==> config.mk <==
export PLATFORM = sky130hd
export DESIGN_NAME = bit_entry_controller
export DESIGN_NICKNAME = d
export VERILOG_FILES = /design/src/rtl/bit_entry_pkg.sv /design/src/rtl/button_debouncer.sv /design/src/rtl/bit_entry_controller.sv
export SDC_FILE = /design/constraint.sdc
export NUM_CORES = 1
export LEC_CHECK = 0
export BUFFER_PORTS_ARGS = -buffer_cell sky130_fd_sc_hd__buf_2
export CAP_MARGIN = 10
export CORE_MARGIN = 1.5
export CORE_UTILIZATION = 55
export CTS_BUF_LIST = sky130_fd_sc_hd__clkbuf_8
export CTS_CLUSTER_SIZE = 12
export DETAILED_ROUTE_END_ITERATION = 10
export PLACE_DENSITY_LB_ADDON = 0.08
export SYNTH_ARGS = -nofsm -noshare
export SYNTH_HDL_FRONTEND = slang
export SYNTH_SLANG_ARGS = --single-unit
==> constraint.sdc <==
create_clock -name clk -period 3.9 [get_ports clk]
set_input_delay 0.39 -clock clk [delete_from_list [all_inputs] [get_ports clk]]
set_output_delay 0.39 -clock clk [all_outputs]
set_load 0.03 [all_outputs]
==> src/rtl/bit_entry_pkg.sv <==
// Shared types and default parameters for the bit-entry front end.
package bit_entry_pkg;

  typedef enum logic [2:0] {
    S_IDLE         = 3'd0,
    S_WAIT_PRESS   = 3'd1,
    S_WAIT_RELEASE = 3'd2,
    S_VERIFY       = 3'd3,
    S_DONE         = 3'd4
  } bit_entry_state_t;

  localparam int unsigned NUM_BITS_DEF        = 4;
  localparam int unsigned DEBOUNCE_CYCLES_DEF = 16;
  localparam int unsigned TIMEOUT_CYCLES_DEF  = 1_000_000;

endpackage

==> src/rtl/button_debouncer.sv <==
// Two-flop synchronizer, stability counter, registered debounced level and
// a registered single-cycle rise strobe that coincides with the level rising.
module button_debouncer
  import bit_entry_pkg::*;
#(
  parameter int unsigned DEBOUNCE_CYCLES = DEBOUNCE_CYCLES_DEF
) (
  input  logic clk,
  input  logic rst_n,
  input  logic raw,
  output logic level,
  output logic rise
);

  localparam int unsigned CW = $clog2(DEBOUNCE_CYCLES);
  localparam logic [CW-1:0] LAST = CW'(DEBOUNCE_CYCLES - 1);

  logic          sync1;
  logic          sync2;
  logic [CW-1:0] cnt;

  always_ff @(posedge clk or negedge rst_n) begin
    if (!rst_n) begin
      sync1 <= 1'b0;
      sync2 <= 1'b0;
      cnt   <= '0;
      level <= 1'b0;
      rise  <= 1'b0;
    end else begin
      sync1 <= raw;
      sync2 <= sync1;
      rise  <= 1'b0;
      if (sync2 == level) begin
        cnt <= '0;
      end else if (cnt == LAST) begin
        // Final differing sample: flip now so rise aligns with the new level.
        level <= ~level;
        rise  <= ~level;
        cnt   <= '0;
      end else begin
        cnt <= cnt + 1'b1;
      end
    end
  end

endmodule

==> src/rtl/bit_entry_controller.sv <==
// Button-driven bit entry sequencer feeding the answer shift register.
// Optional WAIT_PRESS inactivity abort is enabled by defining BIT_ENTRY_TIMEOUT_EN.
module bit_entry_controller
  import bit_entry_pkg::*;
#(
  parameter int unsigned NUM_BITS        = NUM_BITS_DEF,
  parameter int unsigned DEBOUNCE_CYCLES = DEBOUNCE_CYCLES_DEF,
  parameter int unsigned TIMEOUT_CYCLES  = TIMEOUT_CYCLES_DEF
) (
  input  logic                             clk,
  input  logic                             rst,
  input  logic                             btn1_raw,
  input  logic                             btn2_raw,
  input  logic                             start,
  output logic                             bit_valid,
  output logic                             bit_value,
  output logic [$clog2(NUM_BITS+1)-1:0]    bit_count,
  output logic                             waiting_for_user,
  output logic                             start_verification,
  output logic                             done,
  output logic                             timeout
);

  localparam int unsigned CNT_W = $clog2(NUM_BITS + 1);

  bit_entry_state_t   state_q, state_d;
  logic               bit_valid_d, bit_value_d;
  logic [CNT_W-1:0]   bit_count_d;
  logic               waiting_d, start_ver_d, done_d;
  logic               level1, rise1, level2, rise2;

  button_debouncer #(.DEBOUNCE_CYCLES(DEBOUNCE_CYCLES)) u_btn1 (
    .clk   (clk),
    .rst_n (rst),
    .raw   (btn1_raw),
    .level (level1),
    .rise  (rise1)
  );

  button_debouncer #(.DEBOUNCE_CYCLES(DEBOUNCE_CYCLES)) u_btn2 (
    .clk   (clk),
    .rst_n (rst),
    .raw   (btn2_raw),
    .level (level2),
    .rise  (rise2)
  );

`ifdef BIT_ENTRY_TIMEOUT_EN
  localparam int unsigned TO_W = (TIMEOUT_CYCLES > 1) ? $clog2(TIMEOUT_CYCLES) : 1;
  localparam logic [TO_W-1:0] TO_LAST = TO_W'(TIMEOUT_CYCLES - 1);

  logic [TO_W-1:0] to_cnt_q, to_cnt_d;
  logic            timeout_d;
`endif

  always_ff @(posedge clk or negedge rst) begin
    if (!rst) begin
      state_q            <= S_IDLE;
      bit_valid          <= 1'b0;
      bit_value          <= 1'b0;
      bit_count          <= '0;
      waiting_for_user   <= 1'b0;
      start_verification <= 1'b0;
      done               <= 1'b0;
`ifdef BIT_ENTRY_TIMEOUT_EN
      to_cnt_q           <= '0;
      timeout            <= 1'b0;
`endif
    end else begin
      state_q            <= state_d;
      bit_valid          <= bit_valid_d;
      bit_value          <= bit_value_d;
      bit_count          <= bit_count_d;
      waiting_for_user   <= waiting_d;
      start_verification <= start_ver_d;
      done               <= done_d;
`ifdef BIT_ENTRY_TIMEOUT_EN
      to_cnt_q           <= to_cnt_d;
      timeout            <= timeout_d;
`endif
    end
  end

`ifndef BIT_ENTRY_TIMEOUT_EN
  assign timeout = 1'b0;
`endif

  // Status flags are registered from the next state so they line up with state_q.
  always_comb begin
    state_d     = state_q;
    bit_valid_d = 1'b0;
    bit_value_d = bit_value;
    bit_count_d = bit_count;
`ifdef BIT_ENTRY_TIMEOUT_EN
    to_cnt_d    = '0;
    timeout_d   = 1'b0;
`endif

    case (state_q)
      S_IDLE: begin
        if (start) begin
          state_d     = S_WAIT_PRESS;
          bit_count_d = '0;
        end
      end
      S_WAIT_PRESS: begin
        if (rise1 && rise2) begin
          state_d = S_WAIT_RELEASE;
        end else if (rise1 || rise2) begin
          bit_valid_d = 1'b1;
          bit_value_d = rise1;
          bit_count_d = bit_count + 1'b1;
          state_d     = S_WAIT_RELEASE;
        end
`ifdef BIT_ENTRY_TIMEOUT_EN
        else if (to_cnt_q == TO_LAST) begin
          timeout_d   = 1'b1;
          bit_count_d = '0;
          state_d     = S_IDLE;
        end else begin
          to_cnt_d = to_cnt_q + 1'b1;
        end
`endif
      end
      S_WAIT_RELEASE: begin
        if (!level1 && !level2) begin
          state_d = (bit_count == CNT_W'(NUM_BITS)) ? S_VERIFY : S_WAIT_PRESS;
        end
      end
      S_VERIFY: begin
        state_d = S_DONE;
      end
      S_DONE: begin
        if (start) begin
          state_d     = S_WAIT_PRESS;
          bit_count_d = '0;
        end
      end
      default: begin
        state_d = S_IDLE;
      end
    endcase

    waiting_d   = (state_d == S_WAIT_PRESS) || (state_d == S_WAIT_RELEASE);
    start_ver_d = (state_d == S_VERIFY);
    done_d      = (state_d == S_DONE);
  end

endmodule

# Yosys cells after proc, flatten, opt, wreduce, memory -nomap -nowiden
# Cells that the tools add are included.
# totals
out_inout_bits	9
ff_bits	27
inputBits	5
wordCells	75
# classes
n_addsub	3
eq_ne	16
reduce_logical	13
bitwise_logic	5
muxes	21
# ops
operator	count
3-bit 2-to-1 mux	7
4-bit 2-to-1 mux	4
3-bit by 2-bit equality test with 1-bit output (second input constant)	4
3-bit case mux with 4 select lines	1
3-bit equality test (second input constant)	3
4-bit by 1-bit adder with 4-bit output (second input constant)	2
4-bit equality test (second input constant)	2
1-bit 2-to-1 mux	7
3-bit by 1-bit equality test with 1-bit output (second input constant)	2
3-bit case mux with 2 select lines	1
1-bit NOT	5
2-bit != test (second input constant)	2
2-bit AND reduction	2
4-bit AND reduction	1
3-bit by 1-bit adder with 3-bit output (second input constant)	1
3-bit logical NOT	1
3-bit AND reduction	1
1-bit equality test	2
1-bit logical AND	2
1-bit logical NOT	2
1-bit logical OR	2
2-bit 2-to-1 mux	1
2-bit by 1-bit != test with 1-bit output (second input constant)	1
2-bit nonzero test	1
2-bit OR reduction	1

# Depth between registers and ports, before layout
# logic_depth
depth_word	6
ltp_mapped	5
mapped_depth_nobuf	5

# By module
# From an unflattened synthesis, not the netlist that was laid out.
# unflattened
hier_cells	94
hier_area_um2	1178.6
# by_module_without_submodules
module	cells_per_inst	area_per_inst_um2	instances	seq_area_each_um2
button_debouncer	20	302.8	2	200.2
bit_entry_controller	54	573.0	1	275.3

# Worst setup path before layout
# OpenSTA, ideal clock, no wires.
# synth_path
path_type	register to register
startpoint	register bit_count[0]
endpoint	register state_q[1]
setup_ps	127
setup_slack_ps	2566
n_path_buf	0
t_arrival_ps	1207
stages_incl_launch_ff	6
synth_period_minus_slack_ps	1334
required_time_ps	3773
path_cell_list	dfrtp_1 -> inv_1 -> ha_1 -> a211o_1 -> nand2_1 -> a21oi_1
# synth_via
elab_chain_len	4
# synth_lines
element	line_no	text
start, declared	bit_entry_controller.sv:17	output logic [$clog2(NUM_BITS+1)-1:0] bit_count,
start signal, assigned	bit_entry_controller.sv:73	bit_count <= bit_count_d;
3-bit equality test	bit_entry_controller.sv:127	state_d = (bit_count == CNT_W'(NUM_BITS)) ? S_VERIFY : S_WAIT_PRESS;
2-bit 2-to-1 mux	bit_entry_controller.sv:127	
3-bit 2-to-1 mux	bit_entry_controller.sv:126	if (!level1 && !level2) begin
3-bit case mux with 4 select lines	bit_entry_controller.sv:99	case (state_q)
via state_d[1]	bit_entry_controller.sv:26	bit_entry_state_t state_q, state_d;
end signal, assigned	bit_entry_controller.sv:70	state_q <= state_d;
end, declared	bit_entry_controller.sv:26	
# The timed path passes the listed nets, and every way through them passes these cells.
# A chain may end at the register's enable or synchronous reset.

# Worst setup path after layout
# layout_path
startpoint	register state_q[2]
endpoint	register bit_value
# layout_via
elab_chain_len	2
# layout_lines
element	line_no	text
3-bit by 1-bit equality test with 1-bit output	bit_entry_controller.sv:99	
3-bit AND reduction (no source line)	--	
end signal, assigned	bit_entry_controller.sv:72	bit_value <= bit_value_d;
end, declared	bit_entry_controller.sv:16	output logic bit_value,
# Every way passes these cells.

==> results.toml <==
[global_route]
grt_pass1_wl_mm = 2.95
grt_pass1_vias = 705
grt_max_degree = 28
antenna_found_initial = 0
grt_usage_pct = 15.9
grt_overflow = 0

[finish]
drive_above_1_share_pct = 18.8
nNetsFinal = 124
area_growth_pct = 11.4
fin_cells = 139
fin_area_sq_um = 1290
n_antenna_cell = 0

[drt]
drcViolationCount = 0
drt_first_pass_iters = 4
drt-total-wl_mm = 1.74
num_vias = 742
drt_first_iter_violations = 13
postRouteAntennaNets = 0
wire_per_inst_um = 12.5
viasPerCell = 5.34

[floorplanning]
die_x_um = 48.9
dieHeight_um = 48.9
fp.dieArea_sq_um = 2390
initial_core_util_pct = 58.5
core_area_sq_um = 1980
ioPinCount = 14
num_rows = 16

[cts]
cts_tree = "built"
clock_path_buffers = 2
cts_sinks = 27
cts_made_buffers = 3
clock_latency_ns = 0.26
cts_max_level = 1
clkTransAtPathRegs_ns = 0.09
clockRootBuffer = "clkbuf_8"
hold_buffers = 0
post_cts_resized = 0
cts_setup_buffers = 0

[logic_synthesis]
yosys.area.top_type = "dfrtp_1"
ys_seq_area_share_pct = 58.3
synth_warnings = 0
synth_area_sq_um = 1160
synth_area_per_cell_sq_um = 12.0
synth.distinct_cells = 28
synth.area.top_cells = "dfrtp_1 58%, ha_1 6.5%, nor3b_1 3.2%"
synthesis.nets = 108
synth_seq_cells = 27
synthCells = 97
synth.top_cell.area_share_pct = 58.3

[worst_hold_path]
hold_path_class = "input port to asynchronous set/reset pin"

[worst_setup_path]
r2r_cells = 3
cp_top_family = "flip-flops"
path_depth = 3
path_cells = "nor3b_2, and2_4, mux2_4"
cp-end-kind = "flip-flop"
cp-start-kind = "flip-flop"
path_max_fanout = 8
crit_slowest_cell = "dfrtp_1"
max_stage_delay_ns = 0.47
crit_arrival_ns = 1.47
crit_type = "flip-flop to flip-flop"
crit_buf_inv = 0
cp.required_ns = 4.05

[timing]
tightest_slew_ns = 0.562
final.period_utilization_pct = 33.8
finalSetupTns_ns = 0
post-route-min-period_ns = 1.32
slew_violations = 0
clock_skew_ns = 0.00332
relSlewSlack_pct = 62.5
max_freq_ghz = 0.759
rsz0062_at_grt = "no"
finalSetupViolCount = 0
timing.hold.ws_ns = 0.111
hold_viol = 0

[run_status]
status = "complete, no violations"

[placement]
placed_area_sq_um = 1250
hpwl_mm = 1.32
place_congestion = 0.854
numPortBuffers = 12
place_inst = 135

[pwr]
ir_worst_vdd_mv = 0.250
p_leak_nw = 0.649
power_density_nw_per_um2 = 385

[flow_run]
maxCapViolations = 0
[metal layers]
| layer | global-route usage [%] | vias to the layer above | share of wire, % |
|---|---|---|---|
| li1 | - | 361 | - |
| met1 | 21.1 | 365 | 46 |
| met2 | 25.1 | 14 | 50 |
| met3 | 2.76 | 2 | 2.5 |
| met4 | 8.57 | 0 | 0.75 |
| met5 | 0 | - | 0 |
[path summary, 6_finish.rpt]
path / startpoint / end / slack [ns]
worst max-delay path: state_q[2] / bit_value / 2.58
worst min-delay path: rst / u_btn2.level / 0.11
worst max register to register: state_q[2] / bit_value / 2.58
worst min register to register: u_btn1.sync1 / u_btn1.sync2 / 0.36
max in group asynchronous: rst / u_btn2.cnt[2] / 3.42
min in group clk: btn2_raw / u_btn2.sync1 / 0.22
[through the flow]
stage | power (mW) | worst slack, ns | utilization, %
2_1_floorplan | 0.338 | 2.57 | -
3_3_place_gp | 0.352 | 2.64 | 62.9
3_5_place_dp | 0.355 | 2.59 | 62.9
4_1_cts | 0.506 | 2.59 | 65.2
5_1_grt | 0.524 | 2.50 | 65.2
6_report | 0.498 | 2.58 | 65.2
[area by class of cell]
cell class / count / area (sq um)
Sequential cell: 27 / 676
Clock buffer: 3 / 41.3
Tap cell: 27 / 33.8
Fill cell: 150 / 689
Multi-Input combinational cell: 61 / 447
Clock inverter: 1 / 5.00
Inverter: 8 / 30.0
Timing Repair Buffer: 12 / 60.1
[cell usage after synthesis, drive strengths merged]
cell type  count
a311oi         1
mux2           3
mux2i          3
nor3           1
nor2           4
conb           1
nor2b          3
a211o          1
and2           1
and2b          1
a32oi          1
nand3          3
nor3b          6
or3b           1
inv            8
nand2          7
xnor2          4
dfrtp         27
a21oi          4
buf            1
a31oi          1
nand4bb        1
a21o           1
o21ai          6
nand4b         1
ha             6
[worst register-to-register path, stage by stage, from the launching register on]
cell	delay [ns]
dfrtp_1	0.47
nor3b_2	0.27
and2_4	0.19
mux2_4	0.29
[flip-flops by register name, summed over array words and instances (netlist names), 3 cells and up]
register,flops
state_q,3
bit_count,3
u_btn1.cnt,4
u_btn2.cnt,4
[cells in the final DEF (no fill, tap or decap), drive strengths merged]
cell type	netlist	layout
nand4bb	1	1
mux2i	3	3
a211o	1	1
buf	1	12
and2b	1	1
and2	1	1
nor2b	3	3
nor3	1	1
nor2	4	4
clkinv	0	1
nand4b	1	1
mux2	3	3
conb	1	1
nand2	7	7
nand3	3	3
ha	6	6
a21o	1	1
nor3b	6	6
clkbuf	0	3
or3b	1	1
a21oi	4	4
a311oi	1	1
a32oi	1	1
a31oi	1	1
xnor2	4	4
inv	8	8
o21ai	6	6
dfrtp	27	27
[logic make-up after synthesis]
group	synth area share [%]
buf+inv	3.24
simple gates	15.1
xor+xnor	3.02
fa+ha+maj	6.47
mux	5.82
compound gates	7.77
other cells	0.323
flops	58.3
[power breakdown]
part	switching, mW	leakage, nW	total [mW]	internal [mW]
registers	0.0106	0.352	0.302	0.291
logic	0.0284	0.271	0.0465	0.0181
clock network	0.0783	0.0255	0.150	0.0713
Note: power is estimated with default switching activity, not from simulation.
